### src/rtl/clock_pkg.sv
// Shared state encodings, blank patterns and default timing constants for the clock time-set controller.
package clock_pkg;

   typedef enum logic [1:0] {
      MODE_RUN     = 2'b00,
      MODE_SET_MIN = 2'b01,
      MODE_SET_SEC = 2'b10,
      MODE_BAD     = 2'b11
   } mode_t;

   localparam int BLINK_DIV_DEF  = 5;
   localparam int REPEAT_DLY_DEF = 5;
   localparam int REPEAT_PER_DEF = 2;

   localparam logic [3:0] BLANK_MIN = 4'b1100;
   localparam logic [3:0] BLANK_SEC = 4'b0011;

   // The unreachable code falls back to RUN.
   function automatic mode_t next_mode(input mode_t m);
      case (m)
         MODE_RUN:     return MODE_SET_MIN;
         MODE_SET_MIN: return MODE_SET_SEC;
         default:      return MODE_RUN;
      endcase
   endfunction

endpackage

### src/rtl/clkset_repeat.sv
// Auto-repeat generator: one-cycle pulse after REPEAT_DLY ticks of held key, then every REPEAT_PER ticks.
// Combinational pulse (caller registers it); counter clears whenever active or up_held drops.
module clkset_repeat
   import clock_pkg::*;
#(
   parameter int REPEAT_DLY = REPEAT_DLY_DEF,
   parameter int REPEAT_PER = REPEAT_PER_DEF
) (
   input  logic clk,
   input  logic rst,
   input  logic en_tick,
   input  logic up_held,
   input  logic active,
   output logic rpt
);

   localparam int TOP = (REPEAT_DLY > REPEAT_PER) ? REPEAT_DLY : REPEAT_PER;
   localparam int CW  = (TOP > 1) ? $clog2(TOP + 1) : 1;
   localparam logic [CW-1:0] DLY_LAST = CW'(REPEAT_DLY - 1);
   localparam logic [CW-1:0] PER_LAST = CW'(REPEAT_PER - 1);

   logic [CW-1:0] cnt_q, cnt_d;
   logic          armed_q, armed_d;
   logic          hit;

   assign hit = (cnt_q == (armed_q ? PER_LAST : DLY_LAST));
   assign rpt = active && up_held && en_tick && hit;

   always_comb begin
      cnt_d   = cnt_q;
      armed_d = armed_q;
      if (!active || !up_held) begin
         cnt_d   = '0;
         armed_d = 1'b0;
      end else if (en_tick) begin
         if (hit) begin
            cnt_d   = '0;
            armed_d = 1'b1;
         end else begin
            cnt_d = cnt_q + CW'(1);
         end
      end
   end

   always_ff @(posedge clk or negedge rst) begin
      if (!rst) begin
         cnt_q   <= '0;
         armed_q <= 1'b0;
      end else begin
         cnt_q   <= cnt_d;
         armed_q <= armed_d;
      end
   end

endmodule

### src/rtl/clock_set_ctrl.sv
// Clock time-set controller: RUN/SET_MIN/SET_SEC FSM, blink blanking, registered pulses 1 cycle after input.
// No backpressure (pulse inputs); auto-repeat of held up key only when AUTO_REPEAT_EN is defined.
module clock_set_ctrl
   import clock_pkg::*;
#(
   parameter int BLINK_DIV  = BLINK_DIV_DEF,
   parameter int REPEAT_DLY = REPEAT_DLY_DEF,
   parameter int REPEAT_PER = REPEAT_PER_DEF
) (
   input  logic       clk,
   input  logic       rst,
   input  logic       en1hz,
   input  logic       en_tick,
   input  logic       btn_mode,
   input  logic       btn_up,
   input  logic       btn_clr,
   input  logic       up_held,
   output logic       sec_en,
   output logic       min_inc,
   output logic       clr_out,
   output logic [3:0] blank,
   output logic [1:0] mode
);

   localparam int BW = (BLINK_DIV > 1) ? $clog2(BLINK_DIV) : 1;
   localparam logic [BW-1:0] DIV_LAST = BW'(BLINK_DIV - 1);

   mode_t         state_q, state_d;
   logic          sec_en_q, sec_en_d, min_inc_q, min_inc_d, clr_q, clr_d;
   logic [3:0]    blank_q, blank_d;
   logic [BW-1:0] div_q, div_d;
   logic          phase_q, phase_d, hold_q, hold_d;
   logic          in_set, mode_chg, up_evt, rpt_evt;

   assign in_set   = (state_q == MODE_SET_MIN) || (state_q == MODE_SET_SEC);
   assign mode_chg = (state_d != state_q);
   assign up_evt   = in_set && (btn_up || rpt_evt) && !btn_mode && !btn_clr;

`ifdef AUTO_REPEAT_EN
   clkset_repeat #(
      .REPEAT_DLY (REPEAT_DLY),
      .REPEAT_PER (REPEAT_PER)
   ) u_repeat (
      .clk     (clk),
      .rst     (rst),
      .en_tick (en_tick),
      .up_held (up_held),
      .active  (in_set && !mode_chg),
      .rpt     (rpt_evt)
   );
`else
   localparam int unused_rpt_cfg = REPEAT_DLY + REPEAT_PER;
   logic unused_held;
   assign unused_held = up_held;
   assign rpt_evt     = 1'b0;
`endif

   always_ff @(posedge clk or negedge rst) begin
      if (!rst) begin
         state_q <= MODE_RUN;
      end else begin
         state_q <= state_d;
      end
   end

   always_comb begin
      state_d = state_q;
      if (btn_mode || state_q == MODE_BAD) begin
         state_d = next_mode(state_q);
      end
   end

   // An accepted up event restarts the divider with hold set, so the digits stay lit for a full period.
   always_comb begin
      div_d   = div_q;
      phase_d = phase_q;
      hold_d  = hold_q;
      if (mode_chg || !in_set) begin
         div_d   = '0;
         phase_d = 1'b0;
         hold_d  = 1'b0;
      end else if (up_evt) begin
         div_d   = '0;
         phase_d = 1'b0;
         hold_d  = 1'b1;
      end else if (en_tick) begin
         if (div_q == DIV_LAST) begin
            div_d = '0;
            if (hold_q) begin
               hold_d = 1'b0;
            end else begin
               phase_d = !phase_q;
            end
         end else begin
            div_d = div_q + BW'(1);
         end
      end
   end

   always_comb begin
      sec_en_d  = 1'b0;
      min_inc_d = 1'b0;
      clr_d     = btn_clr;
      blank_d   = 4'b0000;
      case (state_q)
         MODE_RUN:     sec_en_d  = en1hz;
         MODE_SET_MIN: min_inc_d = up_evt;
         MODE_SET_SEC: sec_en_d  = up_evt;
         default:      ;
      endcase
      if (phase_d) begin
         if (state_d == MODE_SET_MIN) begin
            blank_d = BLANK_MIN;
         end else if (state_d == MODE_SET_SEC) begin
            blank_d = BLANK_SEC;
         end
      end
   end

   always_ff @(posedge clk or negedge rst) begin
      if (!rst) begin
         div_q     <= '0;
         phase_q   <= 1'b0;
         hold_q    <= 1'b0;
         sec_en_q  <= 1'b0;
         min_inc_q <= 1'b0;
         clr_q     <= 1'b0;
         blank_q   <= 4'b0000;
      end else begin
         div_q     <= div_d;
         phase_q   <= phase_d;
         hold_q    <= hold_d;
         sec_en_q  <= sec_en_d;
         min_inc_q <= min_inc_d;
         clr_q     <= clr_d;
         blank_q   <= blank_d;
      end
   end

   assign sec_en  = sec_en_q;
   assign min_inc = min_inc_q;
   assign clr_out = clr_q;
   assign blank   = blank_q;
   assign mode    = state_q;

endmodule

### config.mk
export PLATFORM = sky130hd
export DESIGN_NAME = clock_set_ctrl
export DESIGN_NICKNAME = d
export VERILOG_FILES = /design/src/rtl/clock_pkg.sv /design/src/rtl/clkset_repeat.sv /design/src/rtl/clock_set_ctrl.sv
export SDC_FILE = /design/constraint.sdc
export NUM_CORES = 1
export LEC_CHECK = 0
export CAP_MARGIN = 20
export CORE_AREA = 2 2 44 46
export DETAILED_ROUTE_END_ITERATION = 7
export DIE_AREA = 0 0 46 48
export PLACE_DENSITY_LB_ADDON = 0.2
export SETUP_SLACK_MARGIN = 0.02
export SLEW_MARGIN = 20
export SYNTH_ARGS = -nofsm -noshare
export SYNTH_HDL_FRONTEND = slang
export SYNTH_HIERARCHICAL = 1
export SYNTH_SLANG_ARGS = --single-unit
### constraint.sdc
create_clock -name clk -period 1.5 [get_ports clk]
set_input_delay 0.15 -clock clk [delete_from_list [all_inputs] [get_ports clk]]
set_output_delay 0.15 -clock clk [all_outputs]
set_load 0.02 [all_outputs]
==> flow_metrics.env, run 1 <==
export IMPL_cts_sinks=12
export IMPL_p_leak_nw=0.488
export IMPL_die_area_um2=2210
export IMPL_status="finished with violations"
export IMPL_synth_seq_area_share_pct=45.6
export IMPL_cpPeakStageDelay_ns=0.46
export IMPL_power_internal_mw=1.17
export IMPL_via_count=594
export IMPL_p_clk_share_pct=14.1
export IMPL_path_clk_slew_ns=0.08
export IMPL_startpoint_type="register"
export IMPL_cp_arrival_ns=1.77
export IMPL_synth_mux_area_share_pct=1.52
export IMPL_period_share_pct=106
export IMPL_p_comb_share_pct=61.9
export IMPL_max_slew_worst_pin_slew_ns=0.549
export IMPL_start_util_pct=39.0
export IMPL_critPathKind="register to register"
export IMPL_pre_cts_ws_ns=-0.0758
export IMPL_place_congestion=0.764
export IMPL_grt_pass1_wl_um=2340
export IMPL_relSlewSlack_pct=63.3
export IMPL_synth_edf_count=0
export IMPL_synth_cell_types=30
export IMPL_yosys_area_share_simple_pct=21.1
export IMPL_h_tree_depth=1
export IMPL_p_sw_share_pct=37.0
export IMPL_synth_avg_cell_area_um2=11.0
export IMPL_finalMaxSlewViolations=0
export IMPL_async_reset_ff_share_pct=100
export IMPL_tritoncts="done"
export IMPL_drtIter0Drc=12
export IMPL_antenna_cells=0
export IMPL_syn_cell_area_um2=658
export IMPL_setup_tns_ns=-0.112
export IMPL_clockBufferDepth=2
export IMPL_clk_latency_ns=0.28
export IMPL_grt_pass1_vias=568
export IMPL_cp_required_ns=1.68
export IMPL_max_cap_viol_count=0
export IMPL_violations="negative setup slack"
export IMPL_crit_buf_inv=0
export IMPL_port_buffers=15
export IMPL_synth_fa_ha_area_share_pct=13.3
export IMPL_final_cell_area_um2=1100
export IMPL_grtUsageTotal_pct=15.9
export IMPL_finalClockSkew_ns=0.00306
export IMPL_path_cells="ha_4 -> or3b_4 -> a211o_1 -> nor4_2"
export IMPL_synth_ff_type="dfrtp_1"
export IMPL_drive_above_1_share_pct=44.2
export IMPL_setup_violations=2
export IMPL_yosys_top_cells_area="dfrtp_1 (46%), ha_1 (13%), inv_1 (2.9%)"
export IMPL_nets=111
export IMPL_irDropWorstVdd_mv=0.905
export IMPL_viasPerCell=5.30
export IMPL_synth_top_family_by_area="simple AND/OR/NAND/NOR gates"
export IMPL_setup_slack_ns=-0.0912
export IMPL_hold_class="input port to async pin"
export IMPL_place_area_um2=950
export IMPL_p_switching_mw=0.690
export IMPL_synthXorXnorAreaFrac_pct=1.33
export IMPL_critical_path_slowest_cell="dfrtp_2"
export IMPL_r2r_setup_slack_ns=-0.09
export IMPL_yosysMostFrequentCell="dfrtp_1"
export IMPL_power_density_nw_per_um2=1690
export IMPL_crit_family="simple AND/OR/NAND/NOR gates"
export IMPL_synth_fp_nets=75
export IMPL_grt_remaining_overflow=0
export IMPL_finalHoldViolations=0
export IMPL_critPathMaxFanout=4
export IMPL_synth_top_area_cell="dfrtp_1"
export IMPL_synth_common_cells="dfrtp_1 (12), ha_1 (7), inv_1 (5)"
export IMPL_ios=17
export IMPL_hpwl_um=1120
export IMPL_yosys_warnings=6
export IMPL_grt_max_degree=13
export IMPL_drc=0
export IMPL_final_antenna_net_count=0
export IMPL_drtPass1Iterations=4
export IMPL_synth_top_cell_area_share_pct=45.6
export IMPL_areaGrowthSynthToFinish_pct=67.7
export IMPL_synth_compound_area_share_pct=12.0
export IMPL_min_period_ns=1.59
export IMPL_rsz0062_at_grt="true"
export IMPL_crit_path_end_kind="register"
export IMPL_die_y_um=48
export IMPL_core_um2=1690
export IMPL_totalWireLength_um=1620
export IMPL_fp_row_count=15
export IMPL_p_seq_share_pct=24.0
export IMPL_die_width_um=46
export IMPL_synth_seq_cells=12
export IMPL_fmax_ghz=0.628
export IMPL_root_buffer="clkbuf_4"
export IMPL_cts_buffers=3
export IMPL_routedWlPerCell_um=14.5
export IMPL_antenna_found_initial=0
export IMPL_synthCells=60
-- cell families after synthesis --
group / after synthesis
buffers and inverters: 7
AOI/OAI and AO/OA: 11
xor gates and xnor gates: 1
DFF: 12
and+or+nand+nor: 21
muxes: 1
adders and majority gates: 7
-- worst reg2reg max path, delay by kind of cell, from the launching register on --
| kind | cells | cell delay, ns |
|---|---|---|
| compound gates | 1 | 0.30 |
| flops | 1 | 0.46 |
| fa+ha+maj | 1 | 0.19 |
| simple gates | 2 | 0.55 |
-- power by group through the flow --
| stage | clock network, mW | logic [mW] | registers, mW |
|---|---|---|---|
| global route | 0.289 | 1.24 | 0.457 |
| CTS | 0.270 | 0.889 | 0.448 |
| floorplan | 0 | 0.348 | 0.500 |
| finish | 0.263 | 1.15 | 0.448 |
| global placement | 0 | 0.790 | 0.448 |
| detailed placement | 0 | 0.813 | 0.452 |
-- per-layer routing --
layer	GRT usage [%]	vias to the layer above	part of all wire [%]
li1	-	288	-
met1	17.5	281	42
met2	27.8	20	51
met3	3.40	5	4.8
met4	10.3	0	2.4
met5	0	-	0
-- final timing paths --
kind,from,endpoint,depth (start not counted)
max,mode[1],blank[1],4
min,rst,clr_out,1
max reg2reg,mode[1],blank[1],4
min reg2reg,hold_q,hold_q,2
max in group asynchronous,rst,mode[0],1
min in group clk,btn_clr,clr_out,1
-- per-stage QoR --
stage	std cells	hold WS (ns)	util [%]	total power [mW]
2_1_floorplan	60	-0.146	-	0.848
3_3_place_gp	105	0.498	56.2	1.24
5_1_grt	112	0.263	65.3	1.98
4_1_cts	111	0.233	60.1	1.61
3_5_place_dp	105	0.529	56.2	1.26
6_report	112	0.223	65.3	1.86
-- registers in the layout, indices dropped and copies added, names as in the netlist --
signal,flops
blank,2
clr_out,1
div_q,3
hold_q,1
min_inc,1
mode,2
phase_q,1
sec_en,1
-- final cells by class --
type,instances,area [um^2]
Clock buffer,4,36.3
Fill cell,131,586
Inverter,5,21.3
Multi-Input combinational cell,41,428
Sequential cell,12,303
Tap cell,17,21.3
Timing Repair Buffer,33,294
-- repair_timing --
action	in CTS	in global routing
hold endpoints to repair	0	0
setup endpoints to repair	9	7
hold buffers	0	0
pin swaps	2	5
buffers inserted	2	1
resized for setup	8	16
-- cells in the final DEF, fill, tap and decap left out, drive strengths merged --
| master | Yosys | routed |
|---|---|---|
| a211o | 1 | 1 |
| a211oi | 1 | 1 |
| a21oi | 2 | 2 |
| a32o | 1 | 1 |
| a32oi | 1 | 1 |
| and3 | 1 | 1 |
| and3b | 1 | 1 |
| buf | 2 | 18 |
| clkbuf | 0 | 4 |
| clkdlybuf4s50 | 0 | 13 |
| dfrtp | 12 | 12 |
| dlygate4sd2 | 0 | 2 |
| ha | 7 | 7 |
| inv | 5 | 5 |
| mux2i | 1 | 1 |
| nand2 | 3 | 3 |
| nand2b | 1 | 1 |
| nand3 | 2 | 2 |
| nand4b | 1 | 1 |
| nor2 | 1 | 1 |
| nor2b | 2 | 2 |
| nor3 | 3 | 3 |
| nor3b | 2 | 2 |
| nor4 | 2 | 2 |
| o211ai | 1 | 1 |
| o21a | 1 | 1 |
| o21ai | 2 | 2 |
| o2bb2ai | 1 | 1 |
| or2 | 1 | 1 |
| or3b | 1 | 1 |
| xor2 | 1 | 1 |
No activity file was read; power rests on OpenSTA's default activity.
==> run 2: changes to the inputs <==
Settings changed: CAP_MARGIN 20 to unset, CORE_AREA 2 2 44 46 to 5 5 47 49, DIE_AREA 0 0 46 48 to 0 0 52 54.
==> run 2 against run 1 <==
Net effect: highest routed layer unchanged; the run still ends with negative setup slack left; wire length down 14%; power down 15%; maximum frequency up 4.8%; die area up 27%; register-to-register slack better by 0.07 ns.
==> flow_metrics.env, run 2 (synthesis gave the netlist of run 1 again) <==
export IMPL_status="finished with violations"
export IMPL_violations="negative setup slack"
export IMPL_antenna_found_initial=0
export IMPL_final_common_cell="buf_4"
export IMPL_ios=17
export IMPL_setup_tns_ns=-0.0185
export IMPL_drtPass1Iterations=4
export IMPL_fp_row_count=16
export IMPL_areaGrowthSynthToFinish_pct=60.3
export IMPL_port_buffers=15
export IMPL_setup_slack_ns=-0.0185
export IMPL_grtUsageTotal_pct=11.2
export IMPL_final_antenna_net_count=0
export IMPL_routedWlPerCell_um=11.7
export IMPL_grt_pass1_vias=538
export IMPL_drive_above_1_share_pct=39.1
export IMPL_critPathKind="register to register"
export IMPL_irDropWorstVdd_mv=0.990
export IMPL_grt_max_degree=13
export IMPL_cp_arrival_ns=1.70
export IMPL_drtIter0Drc=4
export IMPL_critPathMaxFanout=4
export IMPL_cpPeakStageDelay_ns=0.45
export IMPL_place_area_um2=947
export IMPL_root_buffer="clkbuf_4"
export IMPL_min_period_ns=1.52
export IMPL_die_width_um=52
export IMPL_path_clk_slew_ns=0.08
export IMPL_die_area_um2=2810
export IMPL_via_count=561
export IMPL_drc=0
export IMPL_cts_buffers=3
export IMPL_hold_class="input port to async pin"
export IMPL_max_cap_viol_count=0
export IMPL_power_density_nw_per_um2=1500
export IMPL_h_tree_depth=1
export IMPL_pre_cts_ws_ns=-0.0445
export IMPL_hpwl_um=1030
export IMPL_cp_required_ns=1.68
export IMPL_final_cell_mix="buf_4 (14), clkdlybuf4s50_1 (13), dfrtp_1 (10), ha_1 (4)"
export IMPL_crit_path_end_kind="register"
export IMPL_totalWireLength_um=1390
export IMPL_start_util_pct=36.1
export IMPL_relSlewSlack_pct=64.3
export IMPL_finalClockSkew_ns=0.00314
export IMPL_clk_latency_ns=0.27
export IMPL_grt_remaining_overflow=0
export IMPL_place_congestion=0.755
export IMPL_fmax_ghz=0.659
export IMPL_grt_pass1_wl_um=2300
export IMPL_startpoint_type="register"
export IMPL_core_um2=1820
export IMPL_finalMaxSlewViolations=0
export IMPL_tritoncts="done"
export IMPL_final_cell_area_um2=1050
export IMPL_path_cells="ha_4 -> or3b_4 -> a211o_1 -> nor4_2"
export IMPL_period_share_pct=101
export IMPL_clockBufferDepth=2
export IMPL_rsz0062_at_grt="true"
export IMPL_regMostFlops="div_q"
export IMPL_p_leak_nw=0.470
export IMPL_die_y_um=54
export IMPL_antenna_cells=0
export IMPL_max_slew_worst_pin_slew_ns=0.534
export IMPL_setup_violations=1
export IMPL_nets=108
export IMPL_cts_sinks=12
export IMPL_critical_path_slowest_cell="dfrtp_2"
export IMPL_finalHoldViolations=0
export IMPL_largest_register_ffs=3
export IMPL_viasPerCell=4.71
[run 2: changes by cell type in the layout (fill, tap and decap cells not counted), sizes merged]
cell / before / now
buf: 18 / 15
dlygate4sd2: 2 / 1
dlymetal6s2s: 0 / 1
[run 2: cell type report]
type | instances | area, um^2
multi-input cells | 41 | 395
clock buffers | 4 | 36.3
repair buffers | 30 | 268
flip-flops and latches | 12 | 303
inverters | 5 | 18.8
well taps | 27 | 33.8
fillers | 159 | 767
[run 2: repair_timing]
action	in CTS	in global routing
endpoints found under the setup margin	4	8
hold buffers	0	0
buffers inserted	0	2
resized for setup	8	6
pin swaps	0	1
[run 2: routing by layer]
metal / wire, um / vias up / global-route usage (%)
met1: 596 / 273 / 12.3
li1: - / 278 / -
met2: 726 / 8 / 19.2
met5: 0 / - / 0
met4: 28 / 0 / 9.17
met3: 39 / 2 / 1.39
[run 2: worst paths after layout]
path                            endpoint     from  slack [ns]  depth (start not counted)
max in group asynchronous        mode[1]      rst        0.89                          1
worst max-delay path            blank[1]  mode[0]       -0.02                          4
worst max register to register  blank[1]  mode[0]       -0.02                          4
worst min register to register    hold_q   hold_q        0.51                          2
min in group clk                 clr_out  btn_clr        0.38                          1
worst min-delay path              sec_en      rst        0.22                          1
[run 2: worst max-delay path, delay by kind of cell, from the launching register on]
family / cells / cell delay [ns]
AO/OA/AOI/OAI: 1 / 0.28
AND/OR/NAND/NOR: 2 / 0.52
flip-flops: 1 / 0.45
adder cells (fa/ha/maj): 1 / 0.18
[run 2: power breakdown]
part	internal, mW	total [mW]	switching, mW
Combinational	0.472	0.885	0.413
Sequential	0.386	0.443	0.0572
Clock	0.147	0.256	0.109
[run 2: per-stage QoR]
step	instances	hold slack, ns	total power [mW]	util [%]
3_5_place_dp	113	0.499	1.20	52.0
4_1_cts	117	0.240	1.52	55.6
5_1_grt	119	0.264	1.70	57.9
2_1_floorplan	60	-0.146	0.848	-
3_3_place_gp	113	0.494	1.19	52.0
6_report	119	0.223	1.58	57.9
